==> config.mk <==
export PLATFORM = sky130hd
export DESIGN_NAME = op_arb_sched
export DESIGN_NICKNAME = d
export VERILOG_FILES = /design/src/rtl/op_arb_pkg.sv /design/src/rtl/op_alu.sv /design/src/rtl/op_arb_sched.sv
export SDC_FILE = /design/constraint.sdc
export NUM_CORES = 1
export LEC_CHECK = 0
export ABC_AREA = 1
export CAP_MARGIN = 20
export CORE_MARGIN = 2
export CORE_UTILIZATION = 55
export CTS_CLUSTER_DIAMETER = 40
export DETAILED_ROUTE_END_ITERATION = 7
export GPL_ROUTABILITY_DRIVEN = 0
export PLACE_DENSITY = 0.92
export SLEW_MARGIN = 20
export SYNTH_ARGS = -nofsm -noshare
export SYNTH_HDL_FRONTEND = slang
export SYNTH_SLANG_ARGS = --single-unit
==> constraint.sdc <==
create_clock -name clk -period 4.3 [get_ports clk]
set_input_delay 0.645 -clock clk [delete_from_list [all_inputs] [get_ports clk]]
set_output_delay 0.645 -clock clk [all_outputs]
set_load 0.02 [all_outputs]
==> src/rtl/op_arb_pkg.sv <==
// op_arb_pkg -- shared types for the two-requester arbitrated ALU scheduler.
//   op_e    : 3-bit opcode encoding understood by op_alu
//   state_e : scheduler FSM states (IDLE -> EXEC -> RESP -> IDLE)
package op_arb_pkg;

    typedef enum logic [2:0] {
        OP_ADD  = 3'd0,
        OP_SUB  = 3'd1,
        OP_SLL  = 3'd2,
        OP_SRL  = 3'd3,
        OP_SRA  = 3'd4,
        OP_EQ   = 3'd5,
        OP_GT   = 3'd6,
        OP_LAND = 3'd7
    } op_e;

    typedef enum logic [1:0] {
        ST_IDLE = 2'd0,
        ST_EXEC = 2'd1,
        ST_RESP = 2'd2
    } state_e;

endpackage

==> src/rtl/op_alu.sv <==
// op_alu -- purely combinational W-bit ALU.
// Ports:
//   op   : opcode (op_e)
//   a, b : operands; shifts use b[2:0] as the shift amount
//   data : arithmetic/shift result, 0 for compare-class opcodes
//   flag : carry (ADD), borrow (SUB), compare result (EQ/GT/LAND), else 0
module op_alu
    import op_arb_pkg::*;
#(
    parameter int W = 8
) (
    input  op_e          op,
    input  logic [W-1:0] a,
    input  logic [W-1:0] b,
    output logic [W-1:0] data,
    output logic         flag
);

    logic [W:0] sum;
    logic [2:0] sh;

    assign sum = {1'b0, a} + {1'b0, b};
    assign sh  = b[2:0];

    always_comb begin
        // NOTE: every output gets a default before the case so no path can
        // leave it unassigned, which would otherwise infer a latch.
        data = '0;
        flag = 1'b0;
        case (op)
            OP_ADD: begin
                data = sum[W-1:0];
                flag = sum[W];
            end
            OP_SUB: begin
                data = a - b;
                flag = (a < b);
            end
            OP_SLL:  data = a << sh;
            OP_SRL:  data = a >> sh;
            OP_SRA:  data = $signed(a) >>> sh;
            OP_EQ:   flag = (a == b);
            OP_GT:   flag = ($signed(a) > $signed(b));
            OP_LAND: flag = (a != '0) && (b != '0);
            default: begin
                data = '0;
                flag = 1'b0;
            end
        endcase
    end

endmodule

==> src/rtl/op_arb_sched.sv <==
// op_arb_sched -- arbitrates two operation requesters onto a single ALU and
// returns one result at a time under valid/ready handshaking.
// Ports:
//   clk, rst_n            : clock, asynchronous active-low reset
//   req_valid[1:0]        : request valid per requester
//   req_ready[1:0]        : one-hot accept strobe (combinational, IDLE only)
//   req_op0/1, req_a0/b0, req_a1/b1 : opcode and operands per requester
//   rsp_valid, rsp_ready  : response handshake
//   rsp_id, rsp_data, rsp_flag : responding requester and its result
//   busy                  : FSM outside IDLE
// Build option: define OP_ARB_FIXED_PRIO_EN for fixed priority (requester 0
// wins contention); default build uses round-robin arbitration.
module op_arb_sched
    import op_arb_pkg::*;
#(
    parameter int W = 8
) (
    input  logic         clk,
    input  logic         rst_n,
    input  logic [1:0]   req_valid,
    output logic [1:0]   req_ready,
    input  logic [2:0]   req_op0,
    input  logic [2:0]   req_op1,
    input  logic [W-1:0] req_a0,
    input  logic [W-1:0] req_b0,
    input  logic [W-1:0] req_a1,
    input  logic [W-1:0] req_b1,
    output logic         rsp_valid,
    input  logic         rsp_ready,
    output logic         rsp_id,
    output logic [W-1:0] rsp_data,
    output logic         rsp_flag,
    output logic         busy
);

    state_e       state, state_nx;
    logic [1:0]   rst_sync;
    logic         run;
    logic         grant_id;
    logic [1:0]   grant;
    op_e          op_q;
    logic [W-1:0] a_q, b_q;
    logic         id_q;
    logic [W-1:0] alu_data;
    logic         alu_flag;

    // Reset release passes through two flops so accepts start cleanly
    // on the clock; assertion still takes effect immediately.
    always_ff @(posedge clk or negedge rst_n) begin
        if (!rst_n) begin
            rst_sync <= 2'b00;
        end else begin
            rst_sync <= {rst_sync[0], 1'b1};
        end
    end
    assign run = rst_sync[1];

`ifdef OP_ARB_FIXED_PRIO_EN
    // Requester 0 wins whenever it is asking.
    assign grant_id = ~req_valid[0];
`else
    logic rr_prio;  // requester favoured on the next contention

    assign grant_id = (req_valid == 2'b11) ? rr_prio : req_valid[1];

    always_ff @(posedge clk or negedge rst_n) begin
        if (!rst_n) begin
            rr_prio <= 1'b0;
        end else if (grant != 2'b00) begin
            rr_prio <= ~grant_id;
        end
    end
`endif

    always_comb begin
        state_nx = state;
        grant    = 2'b00;
        case (state)
            ST_IDLE: begin
                if (run && (req_valid != 2'b00)) begin
                    grant    = grant_id ? 2'b10 : 2'b01;
                    state_nx = ST_EXEC;
                end
            end
            ST_EXEC: state_nx = ST_RESP;
            ST_RESP: if (rsp_ready) state_nx = ST_IDLE;
            default: state_nx = ST_IDLE;
        endcase
    end

    always_ff @(posedge clk or negedge rst_n) begin
        // NOTE: sequential state uses non-blocking assignments so every flop
        // samples the pre-edge values regardless of statement order.
        if (!rst_n) begin
            state <= ST_IDLE;
        end else begin
            state <= state_nx;
        end
    end

    // NOTE: the operand and result registers are reset as well, because the
    // response outputs must read zero while reset is asserted.
    always_ff @(posedge clk or negedge rst_n) begin
        if (!rst_n) begin
            op_q     <= OP_ADD;
            a_q      <= '0;
            b_q      <= '0;
            id_q     <= 1'b0;
            rsp_data <= '0;
            rsp_flag <= 1'b0;
        end else begin
            if (grant != 2'b00) begin
                op_q <= op_e'(grant_id ? req_op1 : req_op0);
                a_q  <= grant_id ? req_a1 : req_a0;
                b_q  <= grant_id ? req_b1 : req_b0;
                id_q <= grant_id;
            end
            if (state == ST_EXEC) begin
                rsp_data <= alu_data;
                rsp_flag <= alu_flag;
            end
        end
    end

    op_alu #(.W(W)) u_alu (
        .op   (op_q),
        .a    (a_q),
        .b    (b_q),
        .data (alu_data),
        .flag (alu_flag)
    );

    assign req_ready = grant;
    assign rsp_valid = (state == ST_RESP);
    assign rsp_id    = id_q;
    assign busy      = (state != ST_IDLE);

endmodule

==> flow_metrics.tcl, run 1 <==
set metrics [dict create \
    regToRegSetupSlack_ns 1.67 \
    clock-sinks 34 \
    grt_pass1_vias 2868 \
    syn_inst 458 \
    crit_type "in -> out" \
    switchingPower_w 0.00148 \
    hold_violations 0 \
    yosys_warnings 0 \
    fmax_mhz 311 \
    maxSlewHeadroom 0.626 \
    ctsHoldBuffers 0 \
    place_ws_ns 1.09 \
    cp_slowest_cell "clkdlybuf4s50_1" \
    synth_top_area_cell "dfrtp_1" \
    reg2reg_to "rsp_data[7]" \
    avgRoutedWirePerCell_um 13.8 \
    cpMostUsedCell "clkdlybuf4s50_1" \
    status "finished clean" \
    final_nets 570 \
    slew_viol_final 0 \
    worstMarginPinSlew_ns 0.561 \
    power_frac_comb 0.635 \
    intPower_w 0.00135 \
    ant_nets 0 \
    cts_buffers 5 \
    overflow 0 \
    routed_wl_mm 7.97 \
    area_growth_pct 23.5 \
    worst-r2r-cell-count 11 \
    synth_top_area_share 0.289 \
    vdd_drop_max_mv 0.375 \
    rsz0062_at_grt "false" \
    setup_viol 0 \
    cpPeakStageDelay_ns 0.67 \
    antenna_found_initial 0 \
    die_x_um 77.1 \
    first_pass_iters 6 \
    power_frac_seq 0.236 \
    min_path_cells 0 \
    skew_ns 0.00548 \
    htree_levels 2 \
    crit_fanout 20 \
    row_count 26 \
    worstHoldEndpoint "rst_sync[1]" \
    grt_max_degree 35 \
    viasPerCell 5.60 \
    finalSetupTns_ns 0 \
    period_share 0.748 \
    power_leakage_nw 1.83 \
    drv_cap 0 \
    drive_gt1_frac 0.0432 \
    ios 57 \
    dp_hpwl_mm 6.09 \
    initial_core_util 0.573 \
    seq_area_frac_synth 0.289 \
    io_buffers 56 \
    crit_chain "clkdlybuf4s50_1 -> o21ai_0 -> nor2_2 -> buf_4 -> nand2_1 -> inv_2 -> clkdlybuf4s50_1" \
    syn_nets 520 \
    synth_area_um2 2940 \
    drt_iter0_drc 444 \
    cts_buffer_depth 2 \
    period_needed_ns 3.21 \
    min_path_type "reg -> reg" \
    cts-root-buf "clkbuf_8" \
    core_area_um2 5140 \
    antennaDiodeCount 0 \
    track_usage 0.270 \
    avgSynthCellArea_um2 6.43 \
    die_h_um 77.1 \
    r2r_start "b_q[2]" \
    vias 3245 \
    p_per_area_nw_per_um2 777 \
    cts_setup_buffers 0 \
    route.detailed.drc 0 \
    startpoint_type "input port" \
    switching_share 0.523 \
    cts_tree "yes" \
    holdCritStartpoint "rst_sync[0]" \
    endpoint_kind "primary output" \
    yosys_register_bits 34 \
    grt_pass1_wl_mm 13.0 \
    fin_ws_ns 1.09 \
    yosysUniqueCellTypes 29 \
    critPathTopFamily "buffers and inverters" \
    clock_power_share 0.129 \
    cts_resized 0 \
    die_area_um2 5950 \
    synth_area_leaders "dfrtp_1, nand2_1, nand3_1" \
    insertion_delay_ns 0.29 \
    cp.required_ns 3.65 \
    path_buf_inv 4 \
    clk_pin_slew_ns 0.08 \
    worst_ep_arrival_time_ns 2.57 \
]
cells in the mapped netlist:
master      n
o21a_1      1
fa_1        2
a21oi_1    15
nand2_4     1
nand4_1    11
buf_6       5
clkinv_1    2
nor3_1      3
nor2_1     26
o21ai_1     4
nand2_1   177
inv_1      46
o211ai_1   17
nand3_1    62
and2_1      3
o21bai_1    1
xnor2_1     2
o21ai_0     7
dfrtp_1    34
clkbuf_1    2
ha_1       17
o21ai_2     1
nand2_2     2
conb_1      1
buf_4       3
nor3_4      1
buf_2       6
inv_2       5
nor2_2      1
power by group through the flow:
| stage | registers (W) | clock network, W | logic [W] |
|---|---|---|---|
| after floorplan | 0.000622 | 0 | 0.00134 |
| final | 0.000665 | 0.000365 | 0.00179 |
| after global placement | 0.000650 | 0 | 0.00169 |
| after CTS | 0.000658 | 0.000370 | 0.00176 |
| after global routing | 0.000688 | 0.000384 | 0.00200 |
| after detailed placement | 0.000664 | 0 | 0.00174 |
state kept, by name (all words and copies together) (netlist names):
signal    flops
op_q          3
rsp_flag      1
rr_prio       1
rsp_id        1
a_q           8
state         2
rst_sync      2
b_q           8
rsp_data      8
worst max-delay path by stage:
stage                       from      endpoint  slack [ns]  cells after the start
finish              req_valid[1]  req_ready[0]        1.09                      7
global route        req_valid[1]  req_ready[0]        0.94                      7
CTS                 req_valid[1]  req_ready[0]        1.08                      7
detailed placement  req_valid[1]  req_ready[0]        1.09                      7
global placement    req_valid[1]  req_ready[0]        1.14                      7
floorplan           req_valid[1]  req_ready[1]        2.34                      5
through the flow:
| step | instance area (um^2) | power (W) | utilization | hold WS, ns | std cells |
|---|---|---|---|---|---|
| floorplan | 2940 | 0.00196 | - | 0.331 | 458 |
| global placement | 3500 | 0.00234 | 0.680 | 0.338 | 571 |
| detailed placement | 3500 | 0.00240 | 0.680 | 0.348 | 571 |
| CTS | 3630 | 0.00278 | 0.707 | 0.366 | 579 |
| global route | 3630 | 0.00307 | 0.707 | 0.371 | 579 |
| finish | 3630 | 0.00282 | 0.707 | 0.364 | 579 |
final cells by class:
class,instances,area (um^2)
Fill cell,463,1510
Tap cell,70,87.6
Timing Repair Buffer,59,583
Clock inverter,3,68.8
Sequential cell,34,851
Clock buffer,5,68.8
Multi-Input combinational cell,355,1780
Inverter,53,199
routing by layer:
| metal | share of wire | GRT usage | vias up |
|---|---|---|---|
| met2 | 0.46 | 0.446 | 193 |
| met3 | 0.094 | 0.0565 | 25 |
| li1 | - | - | 1579 |
| met1 | 0.42 | 0.355 | 1448 |
| met4 | 0.027 | 0.0839 | 0 |
| met5 | 0 | 0 | - |
layout by cell type (no fill, tap or decap), drive strengths merged:
cell type	synthesis	routed
a21oi	15	15
o21ai	12	12
nand4	11	11
nand2	180	180
fa	2	2
o211ai	17	17
o21bai	1	1
bufinv	0	2
inv	51	51
clkbuf	2	5
clkdlybuf4s50	0	56
nor3	4	4
buf	14	3
ha	17	17
nand3	62	62
clkinv	2	3
xnor2	2	2
conb	1	1
nor2	27	27
dfrtp	34	34
and2	3	3
o21a	1	1
cells by family after synthesis:
logic type                 synth area share
and+or+nand+nor                       0.415
buffers and inverters                 0.107
AOI/OAI and AO/OA                    0.0957
DFF                                   0.289
adders and majority gates            0.0859
xor gates and xnor gates            0.00595
other                               0.00127
Power figures use the tool's default switching activity.
==> run 2, diff against run 1 <==
--- a/config.mk
+++ b/config.mk
@@ -8,11 +8,11 @@
 export ABC_AREA = 1
 export CAP_MARGIN = 20
 export CORE_MARGIN = 2
-export CORE_UTILIZATION = 55
+export CORE_UTILIZATION = 48
 export CTS_CLUSTER_DIAMETER = 40
 export DETAILED_ROUTE_END_ITERATION = 7
 export GPL_ROUTABILITY_DRIVEN = 0
-export PLACE_DENSITY = 0.92
+export PLACE_DENSITY = 0.86
 export SLEW_MARGIN = 20
 export SYNTH_ARGS = -nofsm -noshare
 export SYNTH_HDL_FRONTEND = slang
==> constraint.sdc (replaced) <==
create_clock -name clk -period 2.6 [get_ports clk]
set_input_delay 0.39 -clock clk [delete_from_list [all_inputs] [get_ports clk]]
set_output_delay 0.39 -clock clk [all_outputs]
set_load 0.02 [all_outputs]
==> flow_metrics.tcl, run 2 (synthesized netlist as in run 1, its figures left out) <==
set metrics [dict create \
    status "finished clean" \
    period_needed_ns 2.31 \
    cp_slowest_cell "clkdlybuf4s50_1" \
    initial_core_util 0.497 \
    endpoint_kind "primary output" \
    cpPeakStageDelay_ns 0.61 \
    rsz0062_at_grt "false" \
    crit_fanout 4 \
    final_nets 575 \
    crit_type "in -> out" \
    grt_pass1_vias 2884 \
    overflow 0 \
    cpMostUsedCell "clkdlybuf4s50_1" \
    startpoint "req_valid[1]" \
    die_h_um 82.3 \
    cts_tree "yes" \
    viasPerCell 5.44 \
    dp_hpwl_mm 6.23 \
    worstHoldEndpoint "rst_sync[1]" \
    io_buffers 56 \
    vdd_drop_max_mv 0.502 \
    first_pass_iters 5 \
    reg2reg_to "rsp_data[2]" \
    htree_levels 2 \
    worst-r2r-cell-count 9 \
    regToRegSetupSlack_ns 0.51 \
    clock-sinks 34 \
    vias 3205 \
    cts_setup_buffers 0 \
    final_cell_mix "nand2_1, nand3_1, clkdlybuf4s50_1, inv_1, dfrtp_1" \
    min_path_type "reg -> reg" \
    row_count 28 \
    min_path_cells 0 \
    setup_viol 0 \
    drv_cap 0 \
    p_per_area_nw_per_um2 1250 \
    antenna_found_initial 0 \
    slew_viol_final 0 \
    fmax_mhz 433 \
    cts_resized 0 \
    final_common_cell "nand2_1" \
    grt_max_degree 35 \
    skew_ns 0.00844 \
    startpoint_type "input port" \
    area_growth_pct 23.7 \
    clk_pin_slew_ns 0.08 \
    routed_wl_mm 7.98 \
    insertion_delay_ns 0.30 \
    power_w 0.00456 \
    power_leakage_nw 1.84 \
    antennaDiodeCount 0 \
    avgRoutedWirePerCell_um 13.6 \
    finalSetupTns_ns 0 \
    cts_buffer_depth 2 \
    die_x_um 82.3 \
    period_share 0.888 \
    reg_top3 "a_q (8), b_q (8), rsp_data (8)" \
    route.detailed.drc 0 \
    drive_gt1_frac 0.0525 \
    ios 57 \
    holdCritStartpoint "rst_sync[0]" \
    r2r_start "b_q[0]" \
    cts-root-buf "clkbuf_8" \
    worst_ep_arrival_time_ns 1.92 \
    drt_iter0_drc 479 \
    die_area_um2 6770 \
    core_area_um2 5920 \
    track_usage 0.250 \
    ctsHoldBuffers 0 \
    fillers 548 \
    cts_buffers 5 \
    hold_violations 0 \
    crit_chain "clkdlybuf4s50_1 -> o21ai_0 -> nor2_2 -> nand2_1 -> inv_1 -> clkdlybuf4s50_1" \
    cp.required_ns 2.21 \
    grt_pass1_wl_mm 13.0 \
    ant_nets 0 \
]
==> run 2: final cells by class <==
class | instances | area [um^2] | share of cell area
Sequential cell | 34 | 851 | 0.234
Tap cell | 75 | 93.8 | 0.0258
Clock buffer | 6 | 82.6 | 0.0227
Timing Repair Buffer | 64 | 621 | 0.171
Clock inverter | 2 | 16.3 | 0.00447
Multi-Input combinational cell | 355 | 1780 | 0.488
Inverter | 53 | 199 | 0.0547
==> run 2: metal layers <==
layer | track usage | vias up | routed length (um) | part of all wire
li1 | - | 1587 | - | -
met1 | 0.333 | 1419 | 3490 | 0.44
met2 | 0.399 | 178 | 3680 | 0.46
met3 | 0.0500 | 21 | 643 | 0.081
met4 | 0.0933 | 0 | 170 | 0.021
met5 | 0 | - | 0 | 0
==> run 2: worst max-delay path by stage <==
stage,endpoint,slack [ns],cells past startpoint
after global placement,req_ready[1],0.32,6
final,req_ready[1],0.29,6
after detailed placement,req_ready[1],0.27,6
after CTS,req_ready[1],0.27,6
after floorplan,rsp_data[5],0.65,13
after global routing,req_ready[1],0.18,6
==> run 2: stage by stage <==
step / instances / cell area (um^2) / utilization / hold WS [ns] / setup slack, ns
2_1_floorplan: 458 / 2940 / - / 0.0944 / 0.654
3_3_place_gp: 581 / 3540 / 0.598 / 0.334 / 0.318
3_5_place_dp: 581 / 3540 / 0.598 / 0.382 / 0.274
4_1_cts: 589 / 3640 / 0.615 / 0.392 / 0.269
5_1_grt: 589 / 3640 / 0.615 / 0.394 / 0.180
6_report: 589 / 3640 / 0.615 / 0.382 / 0.291
==> run 2: report_power, final <==
part	leakage [nW]	switching [W]	total, W	internal, W
Clock	0.0478	0.000210	0.000428	0.000218
Sequential	0.425	0.000296	0.00104	0.000743
Combinational	1.36	0.00195	0.00309	0.00114
Total	1.84	0.00245	0.00456	0.00210
==> run 2: worst max-delay path, delay by kind of cell <==
| family | cells | cell delay, ns |
|---|---|---|
| buffers and inverters | 3 | 1.18 |
| and+or+nand+nor | 2 | 0.25 |
| AOI/OAI and AO/OA | 1 | 0.10 |
==> run 3, diff against run 2 <==
--- a/config.mk
+++ b/config.mk
@@ -13,6 +13,7 @@
 export DETAILED_ROUTE_END_ITERATION = 7
 export GPL_ROUTABILITY_DRIVEN = 0
 export PLACE_DENSITY = 0.86
+export REMOVE_ABC_BUFFERS = 1
 export SLEW_MARGIN = 20
 export SYNTH_ARGS = -nofsm -noshare
 export SYNTH_HDL_FRONTEND = slang
==> flow_metrics.tcl, run 3 (synthesized netlist as in run 1, its figures left out) <==
set metrics [dict create \
    fillers 523 \
    drt_iter0_drc 483 \
    cts_buffers 5 \
    hold_violations 0 \
    placed_area_um2 3560 \
    die_h_um 82.3 \
    area_growth_pct 25.5 \
    final_cell_mix "nand2_1, nand3_1, clkdlybuf4s50_1, inv_1, dfrtp_1" \
    period_share 0.877 \
    overflow 0 \
    drv_cap 0 \
    ctsHoldBuffers 0 \
    antennaDiodeCount 0 \
    insertion_delay_ns 0.29 \
    vdd_drop_max_mv 0.509 \
    cts_buffer_depth 2 \
    fin_area_um2 3690 \
    cts_tree "yes" \
    status "finished clean" \
    grt_max_degree 35 \
    cts_setup_buffers 0 \
    cp.required_ns 2.21 \
    grt_pass1_vias 2889 \
    first_pass_iters 6 \
    die_area_um2 6770 \
    startpoint_type "input port" \
    route.detailed.drc 0 \
    clk_pin_slew_ns 0.08 \
    antenna_found_initial 0 \
    cts_resized 0 \
    core_area_um2 5920 \
    crit_type "in -> out" \
    die_x_um 82.3 \
    ant_nets 0 \
    drive_gt1_frac 0.0562 \
    setup_viol 0 \
    period_needed_ns 2.28 \
    routed_wl_mm 8.16 \
    vias 3235 \
    cts-root-buf "clkbuf_8" \
    avgRoutedWirePerCell_um 13.8 \
    slew_viol_final 0 \
    skew_ns 0.0106 \
    io_buffers 56 \
    final_common_cell "nand2_1" \
    grt_pass1_wl_mm 13.2 \
    final_nets 577 \
    power_leakage_nw 1.87 \
    endpoint_kind "primary output" \
    rsz0062_at_grt "false" \
    p_per_area_nw_per_um2 1290 \
    dp_hpwl_mm 6.17 \
    crit_fanout 4 \
    viasPerCell 5.47 \
    ios 57 \
    min_path_type "reg -> reg" \
    initial_core_util 0.497 \
    worst_ep_arrival_time_ns 1.89 \
    reg_top3 "a_q (8), b_q (8), rsp_data (8)" \
    finalSetupTns_ns 0 \
    track_usage 0.252 \
    fmax_mhz 439 \
    clock-sinks 34 \
    row_count 28 \
    htree_levels 2 \
]
[run 3: cell types whose count changed in the layout (fill, tap and decap cells not counted)]
cell        change
clkbuf_8        -1
inv_6           -1
clkinvlp_4      -1
buf_4           +2
bufinv_16       +2
clkinv_4        +1
[run 3: stage by stage]
step	setup WS [ns]	utilization	hold WS, ns	total power (W)	std cells
after floorplan	0.587	-	0.0944	0.00313	442
after global placement	0.348	0.601	0.336	0.00395	583
after detailed placement	0.329	0.601	0.355	0.00406	583
after CTS	0.317	0.624	0.374	0.00469	591
after global routing	0.171	0.624	0.376	0.00517	591
final	0.321	0.624	0.373	0.00476	591
[run 3: final timing paths]
path | end | cells after the start | slack, ns | start
setup / recovery | req_ready[0] | 6 | 0.32 | req_valid[1]
hold / removal | rst_sync[1] | 0 | 0.37 | rst_sync[0]
setup reg to reg | rsp_data[2] | 9 | 0.42 | b_q[0]
hold reg to reg | rst_sync[1] | 0 | 0.37 | rst_sync[0]
max in group asynchronous | a_q[0] | 2 | 1.77 | rst_n
min in group asynchronous | rsp_data[6] | 2 | 0.51 | rst_n
[run 3: routing by layer]
layer | vias to the layer above | track usage | wire length (um)
met5 | - | 0 | 0
met4 | 0 | 0.105 | 257
met3 | 28 | 0.0315 | 689
met2 | 196 | 0.406 | 3820
met1 | 1420 | 0.342 | 3390
li1 | 1591 | - | -
[run 3: worst max-delay path, stage by stage]
cell and delay, ns:
clkdlybuf4s50_1 0.47, o21ai_0 0.10, nor2_2 0.16, nand2_1 0.11
inv_2 0.07, clkdlybuf4s50_1 0.59
[run 3: final cells by class]
class | count | area (um^2) | share of cell area
Multi-Input combinational cell | 355 | 1780 | 0.481
Sequential cell | 34 | 851 | 0.230
Timing Repair Buffer | 66 | 636 | 0.172
Inverter | 53 | 199 | 0.0539
Tap cell | 75 | 93.8 | 0.0254
Clock buffer | 5 | 68.8 | 0.0186
Clock inverter | 3 | 68.8 | 0.0186
[run 3: power by group]
| part | internal, W | leakage (nW) | switching [W] |
|---|---|---|---|
| clock network | 0.000384 | 0.0683 | 0.000217 |
| registers | 0.000743 | 0.425 | 0.000281 |
| logic | 0.00115 | 1.37 | 0.00198 |
